===== config.mk =====
export PLATFORM = sky130hd
export DESIGN_NAME = clause_array_io_ctrl_flat
export DESIGN_NICKNAME = d
export VERILOG_FILES = /design/src/rtl/clause_array_io_ctrl_pkg.sv /design/src/rtl/clause_array_io_ctrl_if.sv /design/src/rtl/clause_array_io_ctrl_onehot_dec.sv /design/src/rtl/clause_array_io_ctrl.sv /design/src/flat_wrapper.sv
export SDC_FILE = /design/constraint.sdc
export NUM_CORES = 1
export LEC_CHECK = 0
export CORE_ASPECT_RATIO = 0.5
export CORE_MARGIN = 2
export CORE_UTILIZATION = 37
export CTS_CLUSTER_DIAMETER = 60
export CTS_CLUSTER_SIZE = 28
export DETAILED_ROUTE_END_ITERATION = 7
export PLACE_DENSITY = 0.78
export SYNTH_ARGS = -nofsm -noshare
export SYNTH_HDL_FRONTEND = slang
export SYNTH_SLANG_ARGS = --single-unit

===== constraint.sdc =====
create_clock -name clk -period 1.3 [get_ports clk]
set_input_delay 0.13 -clock clk [delete_from_list [all_inputs] [get_ports clk]]
set_output_delay 0.13 -clock clk [all_outputs]
set_load 0.01 [all_outputs]

===== src/rtl/clause_array_io_ctrl_pkg.sv =====
// Shared types and helpers for the clause array load/update sequencer.
package clause_array_io_ctrl_pkg;

  typedef enum logic [2:0] {
    ST_IDLE = 3'd0,
    ST_LOAD = 3'd1,
    ST_FILL = 3'd2,
    ST_RD   = 3'd3,
    ST_OUT  = 3'd4,
    ST_FIN  = 3'd5
  } state_t;

  // Smallest slot-index width that can address n slots.
  function automatic int clog2(input int n);
    int r;
    r = 0;
    for (int i = 0; i < 31; i++) begin
      if ((32'sd1 <<< i) < n) begin
        r = i + 1;
      end else begin
        r = r;
      end
    end
    return r;
  endfunction

endpackage


===== src/rtl/clause_array_io_ctrl_if.sv =====
// Load stream, clause array port and update stream of the clause array sequencer.
interface clause_array_io_ctrl_if #(
  parameter int NUM_VARS    = 8,
  parameter int NUM_CLAUSES = 8,
  parameter int WIDTH_C_LEN = 4
);
  logic                               load_valid_i;
  logic                               load_ready_o;
  logic [NUM_VARS*2-1:0]              load_clause_i;
  logic [WIDTH_C_LEN-1:0]             load_len_i;
  logic                               load_last_i;

  logic [NUM_CLAUSES-1:0]             wr_o;
  logic [NUM_CLAUSES-1:0]             rd_o;
  logic [NUM_VARS*2-1:0]              clause_o;
  logic [WIDTH_C_LEN-1:0]             clause_len_o;
  logic [NUM_VARS*2-1:0]              array_clause_i;
  logic [WIDTH_C_LEN*NUM_CLAUSES-1:0] array_len_i;

  logic                               upd_valid_o;
  logic                               upd_ready_i;
  logic [NUM_VARS*2-1:0]              upd_clause_o;
  logic [WIDTH_C_LEN-1:0]             upd_len_o;
  logic                               upd_last_o;

  modport master (
    input  load_valid_i, load_clause_i, load_len_i, load_last_i,
    input  array_clause_i, array_len_i, upd_ready_i,
    output load_ready_o, wr_o, rd_o, clause_o, clause_len_o,
    output upd_valid_o, upd_clause_o, upd_len_o, upd_last_o
  );

  modport slave (
    output load_valid_i, load_clause_i, load_len_i, load_last_i,
    output array_clause_i, array_len_i, upd_ready_i,
    input  load_ready_o, wr_o, rd_o, clause_o, clause_len_o,
    input  upd_valid_o, upd_clause_o, upd_len_o, upd_last_o
  );
endinterface


===== src/rtl/clause_array_io_ctrl_onehot_dec.sv =====
// Gated binary-to-one-hot slot strobe decoder.
module clause_array_io_ctrl_onehot_dec #(
  parameter int WIDTH_CID   = 4,
  parameter int NUM_CLAUSES = 8
) (
  input  logic [WIDTH_CID-1:0]   i_idx,
  input  logic                   i_en,
  output logic [NUM_CLAUSES-1:0] o_onehot
);

  // One bit per slot, all zero when the strobe is not enabled.
  always_comb begin
    o_onehot = '0;
    for (int k = 0; k < NUM_CLAUSES; k++) begin
      if (i_en && (i_idx == WIDTH_CID'(k))) begin
        o_onehot[k] = 1'b1;
      end else begin
        o_onehot[k] = 1'b0;
      end
    end
  end

endmodule


===== src/rtl/clause_array_io_ctrl.sv =====
// Load/update sequencer for the clause array: writes streamed clauses into slots
// with one-hot strobes, zero-fills the rest, and reads every slot back out.
module clause_array_io_ctrl
  import clause_array_io_ctrl_pkg::*;
#(
  parameter int NUM_VARS    = 8,
  parameter int NUM_CLAUSES = 8,
  parameter int WIDTH_C_LEN = 4,
  parameter int WIDTH_CID   = 4
) (
  input  logic                   clk,
  input  logic                   rst,
  input  logic                   start_load_i,
  input  logic                   start_update_i,
  output logic                   busy_o,
  output logic                   done_o,
  output logic [WIDTH_CID:0]     nb_loaded_o,
  clause_array_io_ctrl_if.master bus
);

  localparam int CW  = NUM_VARS * 2;
  localparam int NBW = WIDTH_CID + 1;
  localparam logic [WIDTH_CID-1:0] LAST_IDX = WIDTH_CID'(NUM_CLAUSES - 1);

  state_t                 r_state;
  state_t                 w_next_state;
  logic [WIDTH_CID-1:0]   r_idx;
  logic [WIDTH_CID-1:0]   w_next_idx;

  logic [NUM_CLAUSES-1:0] r_wr;
  logic [CW-1:0]          r_clause;
  logic [WIDTH_C_LEN-1:0] r_clause_len;
  logic                   r_upd_valid;
  logic [CW-1:0]          r_upd_clause;
  logic [WIDTH_C_LEN-1:0] r_upd_len;
  logic                   r_upd_last;
  logic                   r_done;
  logic [NBW-1:0]         r_nb_loaded;

  logic                   w_idx_last;
  logic                   w_load_hs;
  logic                   w_load_exit;
  logic                   w_upd_hs;
  logic                   w_wr_en;
  logic                   w_rd_en;
  logic                   w_load_ready;
  logic [CW-1:0]          w_wr_clause;
  logic [WIDTH_C_LEN-1:0] w_wr_len;
  logic [WIDTH_C_LEN-1:0] w_len_sel;
  logic [NUM_CLAUSES-1:0] w_wr_onehot;
  logic [NUM_CLAUSES-1:0] w_rd_onehot;

  assign w_idx_last  = (r_idx == LAST_IDX);
  assign w_load_hs   = (r_state == ST_LOAD) && bus.load_valid_i;
  assign w_load_exit = w_load_hs && (bus.load_last_i || w_idx_last);
  assign w_upd_hs    = (r_state == ST_OUT) && r_upd_valid && bus.upd_ready_i;
  assign w_len_sel   = bus.array_len_i[int'(r_idx) * WIDTH_C_LEN +: WIDTH_C_LEN];

  // State and slot index register.
  always_ff @(posedge clk or negedge rst) begin
    if (!rst) begin
      r_state <= ST_IDLE;
      r_idx   <= '0;
    end else begin
      r_state <= w_next_state;
      r_idx   <= w_next_idx;
    end
  end

  // Next-state and next-index selection.
  always_comb begin
    w_next_state = r_state;
    w_next_idx   = r_idx;
    case (r_state)
      ST_IDLE: begin
        if (start_load_i) begin
          w_next_state = ST_LOAD;
          w_next_idx   = '0;
        end else if (start_update_i) begin
          w_next_state = ST_RD;
          w_next_idx   = '0;
        end else begin
          w_next_state = ST_IDLE;
        end
      end
      ST_LOAD: begin
        if (w_load_exit) begin
          // A full array skips the fill pass entirely.
          if (w_idx_last) begin
            w_next_state = ST_FIN;
          end else begin
            w_next_state = ST_FILL;
            w_next_idx   = r_idx + WIDTH_CID'(1);
          end
        end else if (w_load_hs) begin
          w_next_idx = r_idx + WIDTH_CID'(1);
        end else begin
          w_next_state = ST_LOAD;
        end
      end
      ST_FILL: begin
        if (w_idx_last) begin
          w_next_state = ST_FIN;
        end else begin
          w_next_idx = r_idx + WIDTH_CID'(1);
        end
      end
      ST_RD: begin
        w_next_state = ST_OUT;
      end
      ST_OUT: begin
        if (w_upd_hs) begin
          if (r_upd_last) begin
            w_next_state = ST_FIN;
          end else begin
            w_next_state = ST_RD;
            w_next_idx   = r_idx + WIDTH_CID'(1);
          end
        end else begin
          w_next_state = ST_OUT;
        end
      end
      ST_FIN: begin
        w_next_state = ST_IDLE;
        w_next_idx   = '0;
      end
      default: begin
        w_next_state = ST_IDLE;
        w_next_idx   = '0;
      end
    endcase
  end

  // Per-state strobe enables and write data.
  always_comb begin
    w_wr_en      = 1'b0;
    w_rd_en      = 1'b0;
    w_load_ready = 1'b0;
    w_wr_clause  = '0;
    w_wr_len     = '0;
    case (r_state)
      ST_LOAD: begin
        w_load_ready = 1'b1;
        if (bus.load_valid_i) begin
          w_wr_en     = 1'b1;
          w_wr_clause = bus.load_clause_i;
          w_wr_len    = bus.load_len_i;
        end else begin
          w_wr_en = 1'b0;
        end
      end
      ST_FILL: begin
        w_wr_en = 1'b1;
      end
      ST_RD: begin
        w_rd_en = 1'b1;
      end
      default: begin
        w_wr_en = 1'b0;
      end
    endcase
  end

  clause_array_io_ctrl_onehot_dec #(
    .WIDTH_CID   (WIDTH_CID),
    .NUM_CLAUSES (NUM_CLAUSES)
  ) u_wr_dec (
    .i_idx    (r_idx),
    .i_en     (w_wr_en),
    .o_onehot (w_wr_onehot)
  );

  clause_array_io_ctrl_onehot_dec #(
    .WIDTH_CID   (WIDTH_CID),
    .NUM_CLAUSES (NUM_CLAUSES)
  ) u_rd_dec (
    .i_idx    (r_idx),
    .i_en     (w_rd_en),
    .o_onehot (w_rd_onehot)
  );

  // Registered write port, update beat, completion pulse and load count.
  always_ff @(posedge clk or negedge rst) begin
    if (!rst) begin
      r_wr         <= '0;
      r_clause     <= '0;
      r_clause_len <= '0;
      r_upd_valid  <= 1'b0;
      r_upd_clause <= '0;
      r_upd_len    <= '0;
      r_upd_last   <= 1'b0;
      r_done       <= 1'b0;
      r_nb_loaded  <= '0;
    end else begin
      r_wr         <= w_wr_onehot;
      r_clause     <= w_wr_clause;
      r_clause_len <= w_wr_len;
      r_done       <= (r_state == ST_FIN);
      if ((r_state == ST_IDLE) && start_load_i) begin
        r_nb_loaded <= '0;
      end else if (w_load_hs) begin
        r_nb_loaded <= r_nb_loaded + NBW'(1);
      end else begin
        r_nb_loaded <= r_nb_loaded;
      end
      // Readback bus is only meaningful while the read strobe is up.
      if (r_state == ST_RD) begin
        r_upd_valid  <= 1'b1;
        r_upd_clause <= bus.array_clause_i;
        r_upd_len    <= w_len_sel;
        r_upd_last   <= w_idx_last;
      end else if (w_upd_hs) begin
        r_upd_valid <= 1'b0;
      end else begin
        r_upd_valid <= r_upd_valid;
      end
    end
  end

  assign bus.load_ready_o = w_load_ready;
  assign bus.wr_o         = r_wr;
  assign bus.rd_o         = w_rd_onehot;
  assign bus.clause_o     = r_clause;
  assign bus.clause_len_o = r_clause_len;
  assign bus.upd_valid_o  = r_upd_valid;
  assign bus.upd_clause_o = r_upd_clause;
  assign bus.upd_len_o    = r_upd_len;
  assign bus.upd_last_o   = r_upd_last;
  assign busy_o           = (r_state != ST_IDLE);
  assign done_o           = r_done;
  assign nb_loaded_o      = r_nb_loaded;

endmodule


===== src/flat_wrapper.sv =====
// flat-port wrapper written by rule: the top's interface ports become plain ports
module clause_array_io_ctrl_flat import clause_array_io_ctrl_pkg::*;
#(
  parameter int NUM_VARS    = 8,
  parameter int NUM_CLAUSES = 8,
  parameter int WIDTH_C_LEN = 4,
  parameter int WIDTH_CID   = 4
)
  (clk, rst, start_load_i, start_update_i, busy_o, done_o, nb_loaded_o, bus_load_valid_i, bus_load_clause_i, bus_load_len_i, bus_load_last_i, bus_array_clause_i, bus_array_len_i, bus_upd_ready_i, bus_load_ready_o, bus_wr_o, bus_rd_o, bus_clause_o, bus_clause_len_o, bus_upd_valid_o, bus_upd_clause_o, bus_upd_len_o, bus_upd_last_o);
  clause_array_io_ctrl_if #(.NUM_VARS(NUM_VARS), .NUM_CLAUSES(NUM_CLAUSES), .WIDTH_C_LEN(WIDTH_C_LEN)) bus_i ();
  input  logic clk;
  input  logic rst;
  input  logic start_load_i;
  input  logic start_update_i;
  output logic busy_o;
  output logic done_o;
  output logic [WIDTH_CID:0] nb_loaded_o;
  input wire logic [$bits(bus_i.load_valid_i)-1:0] bus_load_valid_i;
  input wire logic [$bits(bus_i.load_clause_i)-1:0] bus_load_clause_i;
  input wire logic [$bits(bus_i.load_len_i)-1:0] bus_load_len_i;
  input wire logic [$bits(bus_i.load_last_i)-1:0] bus_load_last_i;
  input wire logic [$bits(bus_i.array_clause_i)-1:0] bus_array_clause_i;
  input wire logic [$bits(bus_i.array_len_i)-1:0] bus_array_len_i;
  input wire logic [$bits(bus_i.upd_ready_i)-1:0] bus_upd_ready_i;
  output wire logic [$bits(bus_i.load_ready_o)-1:0] bus_load_ready_o;
  output wire logic [$bits(bus_i.wr_o)-1:0] bus_wr_o;
  output wire logic [$bits(bus_i.rd_o)-1:0] bus_rd_o;
  output wire logic [$bits(bus_i.clause_o)-1:0] bus_clause_o;
  output wire logic [$bits(bus_i.clause_len_o)-1:0] bus_clause_len_o;
  output wire logic [$bits(bus_i.upd_valid_o)-1:0] bus_upd_valid_o;
  output wire logic [$bits(bus_i.upd_clause_o)-1:0] bus_upd_clause_o;
  output wire logic [$bits(bus_i.upd_len_o)-1:0] bus_upd_len_o;
  output wire logic [$bits(bus_i.upd_last_o)-1:0] bus_upd_last_o;
  assign bus_i.load_valid_i = bus_load_valid_i;
  assign bus_i.load_clause_i = bus_load_clause_i;
  assign bus_i.load_len_i = bus_load_len_i;
  assign bus_i.load_last_i = bus_load_last_i;
  assign bus_i.array_clause_i = bus_array_clause_i;
  assign bus_i.array_len_i = bus_array_len_i;
  assign bus_i.upd_ready_i = bus_upd_ready_i;
  assign bus_load_ready_o = bus_i.load_ready_o;
  assign bus_wr_o = bus_i.wr_o;
  assign bus_rd_o = bus_i.rd_o;
  assign bus_clause_o = bus_i.clause_o;
  assign bus_clause_len_o = bus_i.clause_len_o;
  assign bus_upd_valid_o = bus_i.upd_valid_o;
  assign bus_upd_clause_o = bus_i.upd_clause_o;
  assign bus_upd_len_o = bus_i.upd_len_o;
  assign bus_upd_last_o = bus_i.upd_last_o;
  clause_array_io_ctrl #(.NUM_VARS(NUM_VARS), .NUM_CLAUSES(NUM_CLAUSES), .WIDTH_C_LEN(WIDTH_C_LEN), .WIDTH_CID(WIDTH_CID)) u_core (.clk(clk), .rst(rst), .start_load_i(start_load_i), .start_update_i(start_update_i), .busy_o(busy_o), .done_o(done_o), .nb_loaded_o(nb_loaded_o), .bus(bus_i));
endmodule

Word level (Yosys, flattened, before mapping). Cells that the tools add are included.

Flip-flop bits (word level): 63. Bits of input ports: 75. Output and inout port bits: 66. Word-level logic and storage cells: 107.

Add/subtract/negate cells: 2. Equality and inequality tests: 18. Shift-type cells: 1. Muxes and demuxes: 45. Bitwise logic cells: 1. Reduce and logical (&&, ||, !) cells: 29.

Operator list (number): two-way mux 4 bit (9); two-way mux 16 bit (2); variable part select 32 x 7 -> 4 bit (1); logical AND 1 bit (21); two-way mux 1 bit (21); two-way mux 3 bit (7); one-hot mux 4 bit (5 select lines) (1); equality test 4 x 3 -> 1 bit (second input constant) (4); one-hot mux 3 bit (5 select lines) (1); two-way mux 5 bit (2); equality test 4 x 2 -> 1 bit (second input constant) (2); equality test 3 x 2 -> 1 bit (second input constant) (2); equality test 3 bit (second input constant) (2); != test 3 bit (second input constant) (2); adder 5 x 1 -> 5 bit (second input constant) (1); AND reduction 5 bit (1); adder 4 x 1 -> 4 bit (second input constant) (1); equality test 4 x 1 -> 1 bit (second input constant) (1); logical NOT 4 bit (1); != test 2 x 1 -> 1 bit (second input constant) (2); nonzero test 2 bit (2); equality test 3 x 1 -> 1 bit (second input constant) (1); logical NOT 3 bit (1); != test 3 x 1 -> 1 bit (second input constant) (1); 7 further kinds (7).

Depth between registers and ports, before layout. Gate-level depths: netlist of the first run.

Depth in word-level cells: 5. Mapped depth: 6. Mapped depth without buffers: 5.

Hierarchy. From an unflattened synthesis of the first run, not the netlist that was laid out.

Cells, all modules: 279. Area total of the unflattened synthesis: 2911.5 um^2.

Modules (own cells, without submodules): clause_array_io_ctrl (times used 1, cells each 253, area an instance 2766.4 um^2, seq. area each 1576.5 um^2); clause_array_io_ctrl_onehot_dec (times used 2, cells each 13, area an instance 72.6 um^2, seq. area each 0.0 um^2).

Worst setup path after synthesis of the first run. OpenSTA, ideal clock, no wires.

Path type: reg2reg. From: register u_core.r_idx[0]. To: register u_core.r_idx[1]. Library setup time: 138 ps. Arrival: 1347 ps. Required time: 1162 ps. Setup slack: -185 ps. Cell stages (with the launch flop): 6. Buffers on the path: 0. Period minus slack after synthesis: 1485 ps. Cells stage by stage: dfrtp_1 -> ha_1 -> nand3b_4 -> a32o_1 -> o221ai_1 -> o22ai_1.

Word-level cells in the longest chain between the ends: 5. Elaborated cells between the ends (all ways): 12. Those cells by class: add/sub: 1; eq/ne: 2; mux: 6; reduce/logical: 3.

RTL lines: from (decl) (RTL line clause_array_io_ctrl.sv:27) `logic [WIDTH_CID-1:0] r_idx;`; from (signal assigned) (RTL line clause_array_io_ctrl.sv:66) `r_idx <= w_next_idx;`; branches (longest 5 deep; another with adder 4 x 1 -> 4 bit).

Parallel ways; which one is timed is not known. The select of a mux whose other input is x is not followed. A chain may end at the register's enable or synchronous reset.

Final worst setup path of the first run.
From: register u_core.r_state[2]. To: output bus_rd_o[0].

Word-level cells in the longest chain between the ends: 4.

RTL lines: from (decl) (RTL line clause_array_io_ctrl.sv:25) `state_t r_state;`; from (signal assigned) (RTL line clause_array_io_ctrl.sv:65) `r_state <= w_next_state;`; equality test 3 x 2 -> 1 bit (RTL line clause_array_io_ctrl.sv:141) `case (r_state)`; two-way mux 1 bit (RTL line clause_array_io_ctrl.sv:141); logical AND 1 bit (RTL line clause_array_io_ctrl_onehot_dec.sv:15) `if (i_en && (i_idx == WIDTH_CID'(k))) begin`; two-way mux 1 bit (RTL line clause_array_io_ctrl_onehot_dec.sv:15); to (decl) (RTL line flat_wrapper.sv:27) `output wire logic [$bits(bus_i.rd_o)-1:0] bus_rd_o;`.

Every way passes these cells.

==> impl_results.md, run 1 <==
* Num CTS Buffers at 9
* Detail Route Antenna Nets at 0
* Syn Area/Cell at 10.9 um2
* Leakage power at 2.74 nW
* Total die area at 0.00872 mm2
* Cell count after synthesis at 269
* Vias/cell at 5.14
* Highest clock rate at 0.590 GHz
* Final Skew at 0.00660 ns
* Total Routing Usage GR at 0.252
* Die Wd at 130 um
* Max VDD drop at 0.000986 V
* CTS tree: done
* Most frequent cell after synthesis: dfrtp_1
* Row count at 22
* Io pins at 141
* Yosys top cell by area: dfrtp_1
* Worst setup margin at -0.396 ns
* FILL cells at 447
* Fin. max-slew vios at 0
* Post-Layout Cell Count at 580
* Synth top area share at 0.536
* Syn-to-layout area delta at 89.2%
* CTS H-tree depth at 3
* IO Port Bufs at 140
* Worst-path clk slew at 0.05 ns
* Storage cell area at 0.00158 mm2
* Worst setup EP type: output port
* Multi-input combinational cell area at 0.00158 mm2
* Pwr/cell area at 2080 mW/mm2
* #FFs+latches synth at 63
* HPWL after DPL at 6740 um
* Root Buffer: clkbuf_16
* Max-cap violations at 0
* Chip height at 67.0 um
* Drt initial violations at 231
* Placed instance count at 541
* Main flop type after synthesis: dfrtp_1
* Wire per inst at 20.1 um
* Residual DRC at 0
* Final setup vio count at 70
* GRT overflow at 0
* RSZ-0062 raised after global routing: true
* Worst-path maximum fanout at 4
* Library cells used by synthesis at 45
* Starting Density at 0.391
* WP data required at 1.17 ns
* Worst-Skew Late Latency at 0.33 ns
* Hold Vio Cnt, Final at 0
* Critical Path AT at 1.57 ns
* Slew margin rel. at 0.714
* Outcome: complete, but fails checks
* Worst hold path type: input pin to flop
* Core Region at 0.00751 mm2
* Final net count at 547
* Synth Net Count at 349
* Largest net degree at the start of global routing at 64
* YS warnings at 0
* Area contributors post-synth: dfrtp_1 54%, nand2_1 7.4%, and2_1 6.6%
* Commonest cells post-synth: 63 x dfrtp_1, 58 x nand2_1, 31 x and2_1
* Tmin final at 1.70 ns
* Final GP Congestion at 0.846
* Number of synthesized flops with an enable pin at 0
* Failing checks: setup timing
* Min Hold Slack at 0.332 ns
* Initial antenna violation count at 0
* First-pass GRT wire length at 16000 um
* Total Wirelength at 11700 um
* Fraction of registers with async set/reset at 1.00
* # clock sinks at 63
* Post-synthesis sequential area ratio at 0.536
* Layout cell share with drive strength beyond 1 at 0.350
* ANT cells at 0
* Longest Clk Path Bufs at 2
* Vias at 2980
* Actual slew at the worst max-slew pin at 0.424 ns
* Post-route clock period utilization at 1.30
* Number of global-route vias before repair at 3084
* Iteration count of the initial detailed-routing pass at 4
* Critical path class: flop to output port
* Critical Path Start Type: flop
* Synth Cell Area at 0.00294 mm2
==> state kept, by name (all words and copies together) (netlist names) <==
name                     count
u_core.bus.clause_o         16
u_core.nb_loaded_o           5
u_core.bus.upd_last_o        1
u_core.bus.clause_len_o      4
u_core.r_state               3
u_core.bus.upd_valid_o       1
u_core.bus.upd_clause_o     16
u_core.done_o                1
u_core.bus.upd_len_o         4
u_core.r_idx                 4
u_core.bus.wr_o              8
==> worst paths after layout <==
| kind | start | to | slack [ns] | cells past startpoint |
|---|---|---|---|---|
| setup / recovery | u_core.r_state[2]$_DFFE_PN0P_ | bus_rd_o[0] | -0.40 | 5 |
| min in group asynchronous | rst | u_core.done_o$_DFF_PN0_ | 0.43 | 3 |
| setup reg to reg | u_core.r_state[1]$_DFFE_PN0P_ | u_core.r_idx[0]$_DFFE_PN0P_ | -0.37 | 7 |
| max in group asynchronous | rst | u_core.bus.clause_o[10]$_DFF_PN0_ | 0.55 | 3 |
| hold / removal | bus_array_clause_i[14] | u_core.bus.upd_clause_o[14]$_DFFE_PN0P_ | 0.33 | 3 |
| hold reg to reg | u_core.bus.upd_clause_o[11]$_DFFE_PN0P_ | u_core.bus.upd_clause_o[11]$_DFFE_PN0P_ | 0.47 | 2 |
==> stage by stage <==
stage / setup WS (ns) / area, um2 / utilization / power [W] / TNS [ns]
floorplan: -0.0754 / 3020 / - / 0.00539 / -0.569
global placement: -0.350 / 4740 / 0.631 / 0.00740 / -12.26
detailed placement: -0.407 / 4740 / 0.631 / 0.00761 / -15.28
CTS: -0.312 / 5410 / 0.720 / 0.0109 / -9.24
global route: -0.439 / 5560 / 0.740 / 0.0121 / -14.34
finish: -0.396 / 5560 / 0.740 / 0.0116 / -11.94
==> power by group <==
group / total, W / switching [W] / internal (W)
sequential: 0.00292 / 0.000383 / 0.00253
clock: 0.00252 / 0.000851 / 0.00167
combinational: 0.00612 / 0.00296 / 0.00316
total: 0.0116 / 0.00419 / 0.00737
==> repair_timing <==
| action | CTS | global route |
|---|---|---|
| buffers inserted | 17 | 2 |
| hold buffers | 1 | 0 |
| endpoints found under the setup margin | 111 | 60 |
| pin swaps | 35 | 26 |
| gates cloned | 4 | 0 |
| resized for setup | 159 | 44 |
| hold endpoints to repair | 63 | 0 |
==> routing by layer <==
layer	wire length [um]	global-route usage
met3	725	0.0787
met2	6030	0.449
met4	483	0.112
met1	4430	0.280
met5	0	0
==> placed cells by master, fill, tap and decap left out, types with 3 or more instances in the layout <==
cell              n
and2_1            6
and2_4           25
buf_12            4
buf_2             3
buf_4            36
buf_6            24
buf_8             5
clkbuf_1          3
clkbuf_16         9
clkdlybuf4s50_1  73
dfrtp_1          61
dlygate4sd2_1    55
ha_4              3
inv_1             4
mux2i_1           4
mux4_2            8
nand2_1          57
nand2b_1          3
nand3_1           4
nor2_1            9
nor2_4            4
o211ai_1          3
o21ai_1           4
o21ai_2           3
xor2_1            3
==> critical path, stage by stage (launching register included) <==
cell and delay (ns):
dfrtp_1 0.41, and3b_2 0.33, nand2b_4 0.08, nor2_4 0.12, and2_4 0.18, buf_6 0.11
==> cells by family after synthesis <==
family / Yosys count / synth area share
AND/OR/NAND/NOR: 132 / 0.231
flip-flops: 63 / 0.536
AO/OA/AOI/OAI: 28 / 0.0711
buffers and inverters: 22 / 0.0443
multiplexers: 14 / 0.0817
XOR/XNOR: 5 / 0.0149
adder cells (fa/ha/maj): 5 / 0.0213
==> layout make-up <==
| class | instances | share of cell area |
|---|---|---|
| Multi-Input combinational cell | 185 | 0.284 |
| Inverter | 6 | 0.00405 |
| Tap cell | 108 | 0.0243 |
| Sequential cell | 63 | 0.284 |
| Clock inverter | 4 | 0.0126 |
| Timing Repair Buffer | 202 | 0.349 |
| Clock buffer | 12 | 0.0425 |
No activity file was read; power rests on OpenSTA's default activity.
==> run 2: changes to the inputs <==
CORE_UTILIZATION = 44   (was 37)
CTS_CLUSTER_DIAMETER = 120   (was 60)
PLACE_DENSITY = 0.87   (was 0.78)
SETUP_SLACK_MARGIN = 0.05   (was unset)
clock period = 2.1 ns   (was 1.3 ns; I/O delays follow)
==> run 2 against run 1 <==
  * The flow now finishes without violations
  * First-iteration DRC count fell by 3.0%
  * Critical path depth fell by 2
  * Hold slack improved by 0.082 ns
  * Critical path type unchanged
==> impl_results.md, run 2 (same netlist as run 1, synthesis figures left out) <==
* CP Cell Sequence: buf_4 > nor3b_4 > clkdlybuf4s50_1
* Worst-path maximum fanout at 16 (+12)
* R2r worst-path depth at 5 (-2)
* Worst Path Buf+Inv at 2 (+1)
* Chip height at 61.8 um (-7.8%)
* Post-Layout Cell Count at 512 (-12%)
* Syn-to-layout area delta at 63.1%
* Max VDD drop at 0.000640 V (-35%)
* Crit path largest cell delay at 0.58 ns (+0.17 ns)
* Initial antenna violation count at 0 (unchanged)
* Worst hold endpoint: u_core.bus.upd_clause_o[11]$_DFFE_PN0P_
* Crit path depth at 3 (-2)
* Slew margin rel. at 0.592 (-0.123)
* HPWL after DPL at 6440 um (-4.4%)
* Worst-Skew Late Latency at 0.32 ns (about the same)
* Critical Path AT at 1.80 ns (+0.23 ns)
* Placed instance count at 492 (-9.1%)
* Worst r2r src: u_core.r_state[1]$_DFFE_PN0P_
* Residual DRC at 0 (unchanged)
* Most frequent cells in the layout: 133 x clkdlybuf4s50_1, 62 x dfrtp_1, 58 x nand2_1, 31 x and2_1
* Total die area at 0.00739 mm2 (-15%)
* Layout cell share with drive strength beyond 1 at 0.123 (-0.227)
* Wire per inst at 17.6 um (-13%)
* Pre-CTS setup slack at 0.198 ns (+0.604 ns)
* ANT cells at 0 (unchanged)
* Fin. max-slew vios at 0 (unchanged)
* Io pins at 141 (unchanged)
* Final Skew at 0.00287 ns (-0.00373 ns)
* Final net count at 499 (-8.8%)
* Detail Route Antenna Nets at 0 (unchanged)
* Final setup vio count at 0 (-100%)
* Starting Density at 0.470 (+0.0787)
* IO Port Bufs at 140 (unchanged)
* Most common cell after layout, fill and taps aside: clkdlybuf4s50_1
* Actual slew at the worst max-slew pin at 0.613 ns (+0.188 ns)
* Longest Clk Path Bufs at 2 (unchanged)
* Leakage power at 2.20 nW (-20%)
* Max-cap violations at 0 (unchanged)
* Worst-path clk slew at 0.05 ns (about the same)
* Hold Vio Cnt, Final at 0 (unchanged)
* Worst path slowest cell: clkdlybuf4s50_1
* GRT overflow at 0 (unchanged)
* Pwr/cell area at 1240 mW/mm2 (-41%)
* Die Wd at 120 um (-8.0%)
* Root Buffer: clkbuf_16
* WP data required at 1.89 ns (+0.72 ns)
* CTS H-tree depth at 3 (unchanged)
* Core Region at 0.00626 mm2 (-17%)
* Worst setup EP type: output port
* Iteration count of the initial detailed-routing pass at 4 (unchanged)
* Num CTS Buffers at 9 (unchanged)
* RSZ-0062 raised after global routing: true
* Reg2reg end: u_core.r_idx[1]$_DFFE_PN0P_
* Tmin final at 2.01 ns
* FILL cells at 391 (-13%)
* Cell family with most CP delay: buffers and inverters
* Hold path startpoint: bus_array_clause_i[11]
* Largest net degree at the start of global routing at 38 (-41%)
* Critical path class: flop to output port
* Vias/cell at 5.21 (+1.4%)
* Storage cell area at 0.00158 mm2 (about the same)
* Hold-critical path depth at 3 (unchanged)
* R2R Setup Slk at 0.26 ns (+0.63 ns)
* Total power at 0.00593 W (-49%)
* Final GP Congestion at 0.904 (+6.8%)
* Critical Path Start Type: flop
* # clock sinks at 63 (unchanged)
* Row count at 20 (-9.1%)
* Worst setup margin at 0.0923 ns (+0.488 ns)
* First-pass GRT wire length at 14000 um (-13%)
* Highest clock rate at 0.498 GHz
* Drt initial violations at 224 (-3.0%)
* Total negative setup slack at 0 ns (+11.94 ns)
* Worst hold path type: input pin to flop
* Number of global-route vias before repair at 2833 (-8.1%)
* Multi-input combinational cell area at 0.00126 mm2 (-20%)
* Vias at 2668 (-10%)
* CTS tree: done
* Total Wirelength at 9010 um (-23%)
* Outcome: complete, no violations
* Total Routing Usage GR at 0.250 (-0.00140)
* Post-route clock period utilization at 0.956
[run 2: changes by cell type in the layout (fill, tap and decap cells not counted), moves of 4 or more]
cell,change
buf_8,-4
and2_1,+25
o21ai_0,+4
buf_6,-24
buf_4,-24
and2_4,-25
clkdlybuf4s50_1,+60
dlygate4sd2_1,-50
[run 2: where the power goes]
part	switching, W	leakage, nW	internal [W]
clock network	0.000502	0.140	0.000949
logic	0.00132	1.23	0.00137
registers	0.000216	0.828	0.00157
[run 2: metal layers]
layer,global-route usage,routed length [um],up-vias
met5,0,0,-
met4,0.123,339,0
met3,0.0593,568,38
met2,0.478,4720,125
met1,0.277,3390,1297
li1,-,-,1208
[run 2: worst register-to-register path: stages, from the launching register on]
cell and delay, ns:
dfrtp_1 0.37, buf_4 0.20, nor4_1 0.40, a21oi_1 0.17
o221ai_1 0.38, o22ai_1 0.18
[run 2: worst max-delay path by stage]
stage                                              from                          end  slack [ns]
after floorplan             u_core.r_idx[0]$_DFFE_PN0P_  u_core.r_idx[1]$_DFFE_PN0P_        0.62
after global placement    u_core.r_state[2]$_DFFE_PN0P_                  bus_rd_o[3]        0.31
after detailed placement  u_core.r_state[2]$_DFFE_PN0P_                  bus_rd_o[0]        0.20
after CTS                   u_core.r_idx[0]$_DFFE_PN0P_                  bus_rd_o[7]        0.05
after global routing        u_core.r_idx[0]$_DFFE_PN0P_                  bus_rd_o[6]        0.04
final                     u_core.r_state[0]$_DFFE_PN0P_             bus_load_ready_o        0.09
[run 2: area by class of cell]
cell class,count,area share
multi-input combinational,184,0.264
sequential,63,0.329
timing repair buffer,155,0.319
inverter,6,0.00470
clock buffer,13,0.0522
tap,88,0.0230
clock inverter,3,0.00887
[run 2: stage by stage]
| step | util | cell area [um2] | hold WS (ns) |
|---|---|---|---|
| after CTS | 0.764 | 4780 | 0.411 |
| final | 0.766 | 4790 | 0.414 |
| after floorplan | - | 2940 | -0.0856 |
| after detailed placement | 0.709 | 4430 | 0.256 |
| after global placement | 0.709 | 4430 | 0.245 |
| after global routing | 0.766 | 4790 | 0.441 |
[run 2: what timing repair did]
item                                   in CTS  in global routing
endpoints found under the hold margin      26                  0
gates resized for setup                    12                  6
setup endpoints to repair                   8                  4
hold buffers                                1                  0
pin swaps                                   0                  0
setup buffers                               3                  0
